--- src/rtl/dense_result_tx.sv ---
// ---------------------------------------------------------------------------
// dense_result_tx
//
// Captures a full frame of dense-layer results in one cycle, then streams the
// frame out one IEEE-754 word at a time over a valid/ready handshake. Word 0
// goes first and word BIAS-1 last. A one-cycle done_o pulse follows the final
// handshake.
//
// Parameters
//   BIAS        number of result words (neurons) per frame, BIAS >= 2
//   DATA_WIDTH  word width (IEEE-754 single precision)
//
// Ports
//   clk        in   the one clock, rising edge
//   rst_n      in   asynchronous active-low reset
//   start_i    in   single-cycle request to capture result_i (ignored while busy)
//   result_i   in   BIAS*DATA_WIDTH parallel results, word k at [k*DATA_WIDTH +: DATA_WIDTH]
//   busy_o     out  frame captured and not yet fully sent
//   valid_o    out  data_o holds a word to transmit
//   ready_i    in   downstream accepts the word on this edge
//   data_o     out  current word (0 while idle)
//   index_o    out  index of the current word
//   last_o     out  current word is index BIAS-1
//   done_o     out  one-cycle pulse after the final handshake
//
// Optional feature (macro DENSE_RESULT_TX_ARGMAX_EN)
//   max_idx_o  out  index of the largest word in the last completed frame
//   max_val_o  out  value of that word
// ---------------------------------------------------------------------------
module dense_result_tx #(
   parameter int BIAS       = 32,
   parameter int DATA_WIDTH = 32
) (
   input  logic                       clk,
   input  logic                       rst_n,
   input  logic                       start_i,
   input  logic [BIAS*DATA_WIDTH-1:0] result_i,
   output logic                       busy_o,
   output logic                       valid_o,
   input  logic                       ready_i,
   output logic [DATA_WIDTH-1:0]      data_o,
   output logic [$clog2(BIAS)-1:0]    index_o,
   output logic                       last_o,
   output logic                       done_o
`ifdef DENSE_RESULT_TX_ARGMAX_EN
   ,
   output logic [$clog2(BIAS)-1:0]    max_idx_o,
   output logic [DATA_WIDTH-1:0]      max_val_o
`endif
);

   localparam int IDX_W = $clog2(BIAS);
   localparam logic [IDX_W-1:0] LAST_IDX = IDX_W'(BIAS - 1);

   typedef enum logic {
      IDLE = 1'b0,
      SEND = 1'b1
   } state_t;

   state_t                state_q;
   state_t                state_d;
   logic [IDX_W-1:0]      cnt_q;
   logic [IDX_W-1:0]      cnt_d;
   logic                  done_q;
   logic                  done_d;
   logic [DATA_WIDTH-1:0] frame_q [BIAS];
   logic                  capture;
   logic                  handshake;

   assign capture   = (state_q == IDLE) && start_i;
   assign handshake = (state_q == SEND) && ready_i;

   // Next-state logic. A start request is only honoured in IDLE, which also
   // covers the done_o cycle, so frames can run back to back with one idle
   // cycle in between. The counter returns to 0 after the last word so that
   // index_o reads 0 whenever the block is idle.
   always_comb begin
      state_d = state_q;
      cnt_d   = cnt_q;
      done_d  = 1'b0;
      case (state_q)
         IDLE: begin
            if (start_i) begin
               state_d = SEND;
               cnt_d   = '0;
            end
         end
         SEND: begin
            if (ready_i) begin
               if (cnt_q == LAST_IDX) begin
                  state_d = IDLE;
                  cnt_d   = '0;
                  done_d  = 1'b1;
               end else begin
                  cnt_d = cnt_q + 1'b1;
               end
            end
         end
         default: begin
            state_d = IDLE;
            cnt_d   = '0;
         end
      endcase
   end

   // Control state register. Reset aborts any frame in flight and suppresses
   // the done pulse.
   always_ff @(posedge clk or negedge rst_n) begin
      if (!rst_n) begin
         state_q <= IDLE;
         cnt_q   <= '0;
         done_q  <= 1'b0;
      end else begin
         state_q <= state_d;
         cnt_q   <= cnt_d;
         done_q  <= done_d;
      end
   end

   // Frame storage. It is deliberately left out of reset: its contents are
   // only observable while sending, and data_o is forced to 0 when idle.
   // Capturing only on an accepted start keeps later result_i changes from
   // disturbing a frame in flight.
   always_ff @(posedge clk) begin
      if (capture) begin
         for (int k = 0; k < BIAS; k++) begin
            frame_q[k] <= result_i[k*DATA_WIDTH +: DATA_WIDTH];
         end
      end
   end

   // All outputs are decoded from registered state only, so nothing on the
   // downstream side sees a combinational path from ready_i or start_i.
   assign valid_o = (state_q == SEND);
   assign busy_o  = (state_q == SEND);
   assign index_o = cnt_q;
   assign last_o  = (state_q == SEND) && (cnt_q == LAST_IDX);
   assign done_o  = done_q;
   assign data_o  = (state_q == SEND) ? frame_q[cnt_q] : '0;

`ifdef DENSE_RESULT_TX_ARGMAX_EN

   logic [IDX_W-1:0]      max_idx_q;
   logic [DATA_WIDTH-1:0] max_val_q;

   // Maps a float's raw bits to an unsigned key whose natural ordering is the
   // IEEE sign-magnitude ordering: positives sit above negatives, negatives
   // have their magnitude inverted so larger magnitude sorts lower, and both
   // zeros share one key. NaNs fall wherever their raw magnitude puts them.
   function automatic logic [DATA_WIDTH-1:0] order_key(input logic [DATA_WIDTH-1:0] w);
      logic [DATA_WIDTH-2:0] mag;
      mag = w[DATA_WIDTH-2:0];
      if (mag == '0) begin
         return {1'b1, {(DATA_WIDTH-1){1'b0}}};
      end else if (w[DATA_WIDTH-1]) begin
         return {1'b0, ~mag};
      end else begin
         return {1'b1, mag};
      end
   endfunction

   // Running argmax, updated at each handshake. Word 0 seeds the search and
   // a strict greater-than keeps the lower index on ties. After the final
   // handshake the result holds until the next frame's first handshake.
   always_ff @(posedge clk or negedge rst_n) begin
      if (!rst_n) begin
         max_idx_q <= '0;
         max_val_q <= '0;
      end else if (handshake) begin
         if ((cnt_q == '0) || (order_key(data_o) > order_key(max_val_q))) begin
            max_idx_q <= cnt_q;
            max_val_q <= data_o;
         end
      end
   end

   assign max_idx_o = max_idx_q;
   assign max_val_o = max_val_q;

`endif

endmodule

--- config.mk ---
export PLATFORM = sky130hd
export DESIGN_NAME = dense_result_tx
export DESIGN_NICKNAME = d
export VERILOG_FILES = /design/src/rtl/dense_result_tx.sv
export SDC_FILE = /design/constraint.sdc
export NUM_CORES = 1
export LEC_CHECK = 0
export ABC_AREA = 0
export BUFFER_PORTS_ARGS = -buffer_cell sky130_fd_sc_hd__buf_4
export CORE_AREA = 2 2 415 417
export CTS_CLUSTER_SIZE = 10
export DETAILED_ROUTE_END_ITERATION = 12
export DIE_AREA = 0 0 417 419
export HOLD_SLACK_MARGIN = 0.12
export PLACE_DENSITY = 0.4
export SYNTH_ARGS = -nofsm -noshare
export SYNTH_HDL_FRONTEND = slang
export SYNTH_SLANG_ARGS = --single-unit
--- constraint.sdc ---
create_clock -name clk -period 90.9 [get_ports clk]
set_clock_uncertainty 0.2 [all_clocks]
set_input_delay 4.545 -clock clk [delete_from_list [all_inputs] [get_ports clk]]
set_output_delay 4.545 -clock clk [all_outputs]
set_load 0.02 [all_outputs]
# Yosys cells after proc, flatten, opt, wreduce, memory -nomap -nowiden
# Memories as Yosys holds them, arrays and structs flattened.
# Index checks and enable logic that the tools add are counted.
classes:
  n_eq_ne: 3
  bitwise_logic: 1
  muxes: 14
  add_sub_neg: 1
  reduce_logical: 3
op_table:
  columns: ["op", "n"]
  rows:
  - ["$mux W32", 1]
  - ["$mux W5", 3]
  - ["$pmux W5 S2", 1]
  - ["$mux W1", 8]
  - ["$add A5 B1 Y5 const B", 1]
  - ["$eq A5 B5 Y1 const B", 1]
  - ["$ne A2 B2 Y1 const B", 2]
  - ["$logic_and A1 B1 Y1", 2]
  - ["$pmux W1 S2", 1]
  - ["$reduce_and A2 Y1", 1]
  - ["$not A1 Y1", 1]
totals:
  regBits: 7
  in_bits: 1028
  mem_count: 1
  out_inout_bits: 41
  ram_bits: 1024
memory_table:
  columns: ["name", "words", "word_bits", "read_ports", "rd_clocked_by_memory_dff", "wr", "line", "rtl"]
  rows:
  - ["frame_q", 32, 32, 1, 0, 32, "66", "logic [DATA_WIDTH-1:0] frame_q [BIAS];"]

# Depth between registers and ports, before layout
depth:
  word_depth: 4
  depth_mapped: 9
  ltp_nobuf: 7

# Least setup slack after synthesis
# OpenSTA, ideal clock, no wires.
synth_timing:
  kind: "input to register"
  start: "in start_i"
  end: "mem frame_q[0][0], enable pin"
  setup_slack_ns: 39.795
  arrival_time_ns: 48.365
  path_stages: 1
  setup_ns: 2.540
  path_cell_list: "nor2b_1"
synth_lines:
  columns: ["element", "line", "rtl"]
  rows:
  - ["start: declaration", "36", "input logic start_i,"]
  - ["end: declaration", "66", null]

# Worst setup path after layout
layout_timing:
  start: "reg cnt_q[1] (netlist: index_o[1])"
  end: "out data_o[18]"
layout_between:
  elab_chain_cells: 2
layout_rtl:
  columns: ["element", "line", "rtl"]
  rows:
  - ["start: declaration", "62", "logic [IDX_W-1:0] cnt_q;"]
  - ["start signal: assignment", "115", "cnt_q <= cnt_d;"]
  - ["$mem_v2 Z32 W32", null, null]
  - ["$mux W32", "139", "assign data_o = (state_q == SEND) ? frame_q[cnt_q] : '0;"]
  - ["end: declaration", "41", "output logic [DATA_WIDTH-1:0] data_o,"]
# No other way between the ends.

==> results.py <==
metrics = {
    "outcome": {
        "status": "finished clean",
    },
    "route": {
        "antenna_left": 0,
        "num_vias": 22600,
        "wire_per_inst_um": 30.9,
        "via_per_inst": 4.40,
        "routed_wl_mm": 159,
        "dr.pass1.iters": 5,
        "drc": 0,
        "first_iter_violations": 1899,
    },
    "run": {
        "cap_violations": 0,
    },
    "yosys": {
        "yosys.area.top_type": "edfxtp_1",
        "syn_nets": 2719,
        "syn_inst": 1688,
        "yosysWarnings": 0,
        "syn-cell-area_um2": 39300,
        "seq_area_frac_synth_pct": 78.6,
        "synthTopCellsByArea": "edfxtp_1 78%, mux4_2 13%, mux2_2 1.9%",
        "netlist.area_leader.share_pct": 78.2,
        "ys_seq_elements": 1031,
        "avgSynthCellArea_um2": 23.3,
        "yosys.cell_types.count": 34,
    },
    "clocking": {
        "numCtsBuffers": 132,
        "cts_tree": "yes",
        "max-clock-path-buffers": 3,
        "postCtsSetupRepairBufs": 0,
        "ctsResizeCount": 0,
        "root_buffer": "clkbuf_16",
        "clock_latency_ns": 0.76,
        "htreeDepth": 4,
        "clk_pin_slew_ns": 0.05,
        "postCtsHoldBufs": 0,
        "cts.sinks": 1031,
    },
    "die": {
        "die_h_um": 419,
        "chipWidth_um": 417,
        "start_util_pct": 23.1,
        "die_area_um2": 175000,
        "core_um2": 171000,
        "rows": 152,
        "pin_count": 1069,
    },
    "power": {
        "p_leak_nw": 18.9,
        "ir_drop_uv": 15.5,
        "p_per_area_nw_per_um2": 27.7,
    },
    "timing": {
        "fmax_mhz": 94.2,
        "period_share_pct": 11.7,
        "rsz0062_at_grt": "false",
        "max-slew-margin-rel_pct": 17.5,
        "hold_viol": 0,
        "final_max_slew_viol_count": 0,
        "fin_setup_tns_ns": 0,
        "hold_ws_ns": 0.714,
        "report.final.setup_viol": 0,
        "finalCriticalPeriod_ns": 10.61,
        "worst_pin_slew_ns": 1.24,
    },
    "setup_path": {
        "path_common_cell": "buf_4",
        "cp_data_required_time_ns": 86.15,
        "max_stage_delay_ns": 0.97,
        "end_kind": "output pin",
        "crit_arrival_ns": 5.87,
        "critPathSlowestCell": "dfrtp_4",
        "critPathKind": "flip-flop to output pin",
        "crit_path_start_kind": "flip-flop",
        "worstPathMaxFanout": 49,
        "critical_path.top_delay_family": "buffers and inverters",
        "crit_buf_inv": 3,
        "crit_chain": "buf_4 -> buf_4 -> mux4_2 -> mux2_2 -> o221ai_1 -> a31oi_1 -> buf_4",
    },
    "global_route": {
        "grtUsageTotal_pct": 17.7,
        "gr-total-overflow": 0,
        "grt_pass1_vias": 24600,
        "antenna_found_initial": 49,
        "grt_pass1_wl_mm": 210,
        "grt_max_degree": 197,
    },
    "final_layout": {
        "layout-drive-gt1-share_pct": 54.0,
        "final_cells": 5150,
        "nNetsFinal": 3854,
        "area_delta_synth_final_pct": 36.8,
    },
    "place": {
        "portBuffers": 1068,
        "place.gp.congestion": 0.854,
        "post-place-cells": 4922,
        "dp_hpwl_mm": 119,
    },
    "worst_hold_path": {
        "min_path_type": "flip-flop to flip-flop",
    },
}
==> layout by cell type (no fill, tap or decap), types with 3 or more instances in the layout <==
master,instances
a221oi_1,32
a22oi_1,32
a31oi_1,32
buf_4,1100
clkbuf_1,35
clkbuf_16,136
clkinv_1,15
clkinv_2,7
clkinv_4,3
dfrtp_2,3
dfrtp_4,3
diode_2,20
edfxtp_1,1024
ha_1,3
inv_6,6
mux2_2,65
mux2i_1,66
mux4_2,224
nand2b_1,3
nor2_1,3
nor2_4,3
o21ai_0,8
o21ai_1,28
o221ai_1,32
==> synthesized netlist by cell type <==
master	n
edfxtp_1	1024
o22ai_1	1
buf_2	22
a221oi_1	32
o21ai_0	8
o221ai_1	32
mux4_2	224
a32o_1	1
inv_1	3
mux2i_1	66
a21oi_1	1
nor2b_1	4
and3_1	2
buf_6	6
o31ai_1	1
nand3b_1	2
buf_8	4
a31oi_1	32
and2_1	1
nor3_1	1
nand2b_1	4
nand3_1	1
buf_1	2
buf_4	20
nand2_1	2
a21o_1	1
a22oi_1	32
dfrtp_1	7
mux2_2	65
or2_2	1
clkbuf_1	47
o21ai_1	28
nor2_1	8
ha_1	3
==> logic make-up after synthesis <==
logic type      count (synthesis)  synth area share, %
flops                        1031                 78.6
mux                           355                 16.4
compound gates                169                 3.09
buf+inv                       104                 1.48
simple gates                   26                0.350
fa+ha+maj                       3               0.0954
==> flip-flops by register name (all words and copies together) (netlist names) <==
register  cells
busy_o        1
done_o        1
frame_q    1024
index_o       5
==> layout make-up <==
type / instances / area (um2)
Clock inverter: 37 / 313
Tap cell: 2233 / 2790
Timing Repair Buffer: 1102 / 8300
Clock buffer: 171 / 3530
Antenna cell: 20 / 50.0
Inverter: 3 / 13.8
Sequential cell: 1031 / 30900
Fill cell: 16600 / 117000
Multi-Input combinational cell: 553 / 7880
==> path summary, 6_finish.rpt <==
kind,startpoint,to,slack [ns],cells after the start
setup / recovery,index_o[1]$_DFFE_PN0P_,data_o[18],80.29,7
setup reg to reg,busy_o$_DFF_PN0_,frame_q[29][20]$_DFFE_PP_,86.66,4
hold / removal,busy_o$_DFF_PN0_,index_o[2]$_DFFE_PN0P_,0.71,2
min in group asynchronous,rst_n,done_o$_DFF_PN0_,3.39,1
max in group asynchronous,rst_n,index_o[0]$_DFFE_PN0P_,86.96,1
hold reg to reg,busy_o$_DFF_PN0_,index_o[2]$_DFFE_PN0P_,0.71,2
==> routing by layer <==
metal | GRT usage [%] | vias to the layer above | routed length, um
li1 | - | 9578 | -
met1 | 20.9 | 11900 | 61300
met2 | 31.4 | 894 | 83600
met3 | 4.87 | 223 | 10300
met4 | 5.07 | 26 | 3730
met5 | 0 | - | 151
==> worst register-to-register path, stage by stage (launching register included) <==
cell and delay (ns):
dfrtp_2 0.62, nor2b_4 0.22, buf_12 0.74, buf_4 1.02, buf_4 1.01
==> through the flow <==
step,setup WS (ns),util (%),instance area [um2],total power [mW]
6_report,80.29,31.5,53800,1.49
5_1_grt,79.89,31.5,53800,1.55
4_1_cts,79.95,31.5,53800,1.52
3_5_place_dp,80.82,29.3,49900,1.03
3_3_place_gp,80.88,29.3,49900,1.03
2_1_floorplan,39.80,-,39300,0.872
==> report_power, final <==
| group | internal [mW] | switching, mW | total (mW) |
|---|---|---|---|
| registers | 0.553 | 0.0242 | 0.577 |
| logic | 0.184 | 0.248 | 0.432 |
| clock network | 0.278 | 0.202 | 0.480 |
No activity file was read; power rests on OpenSTA's default activity.
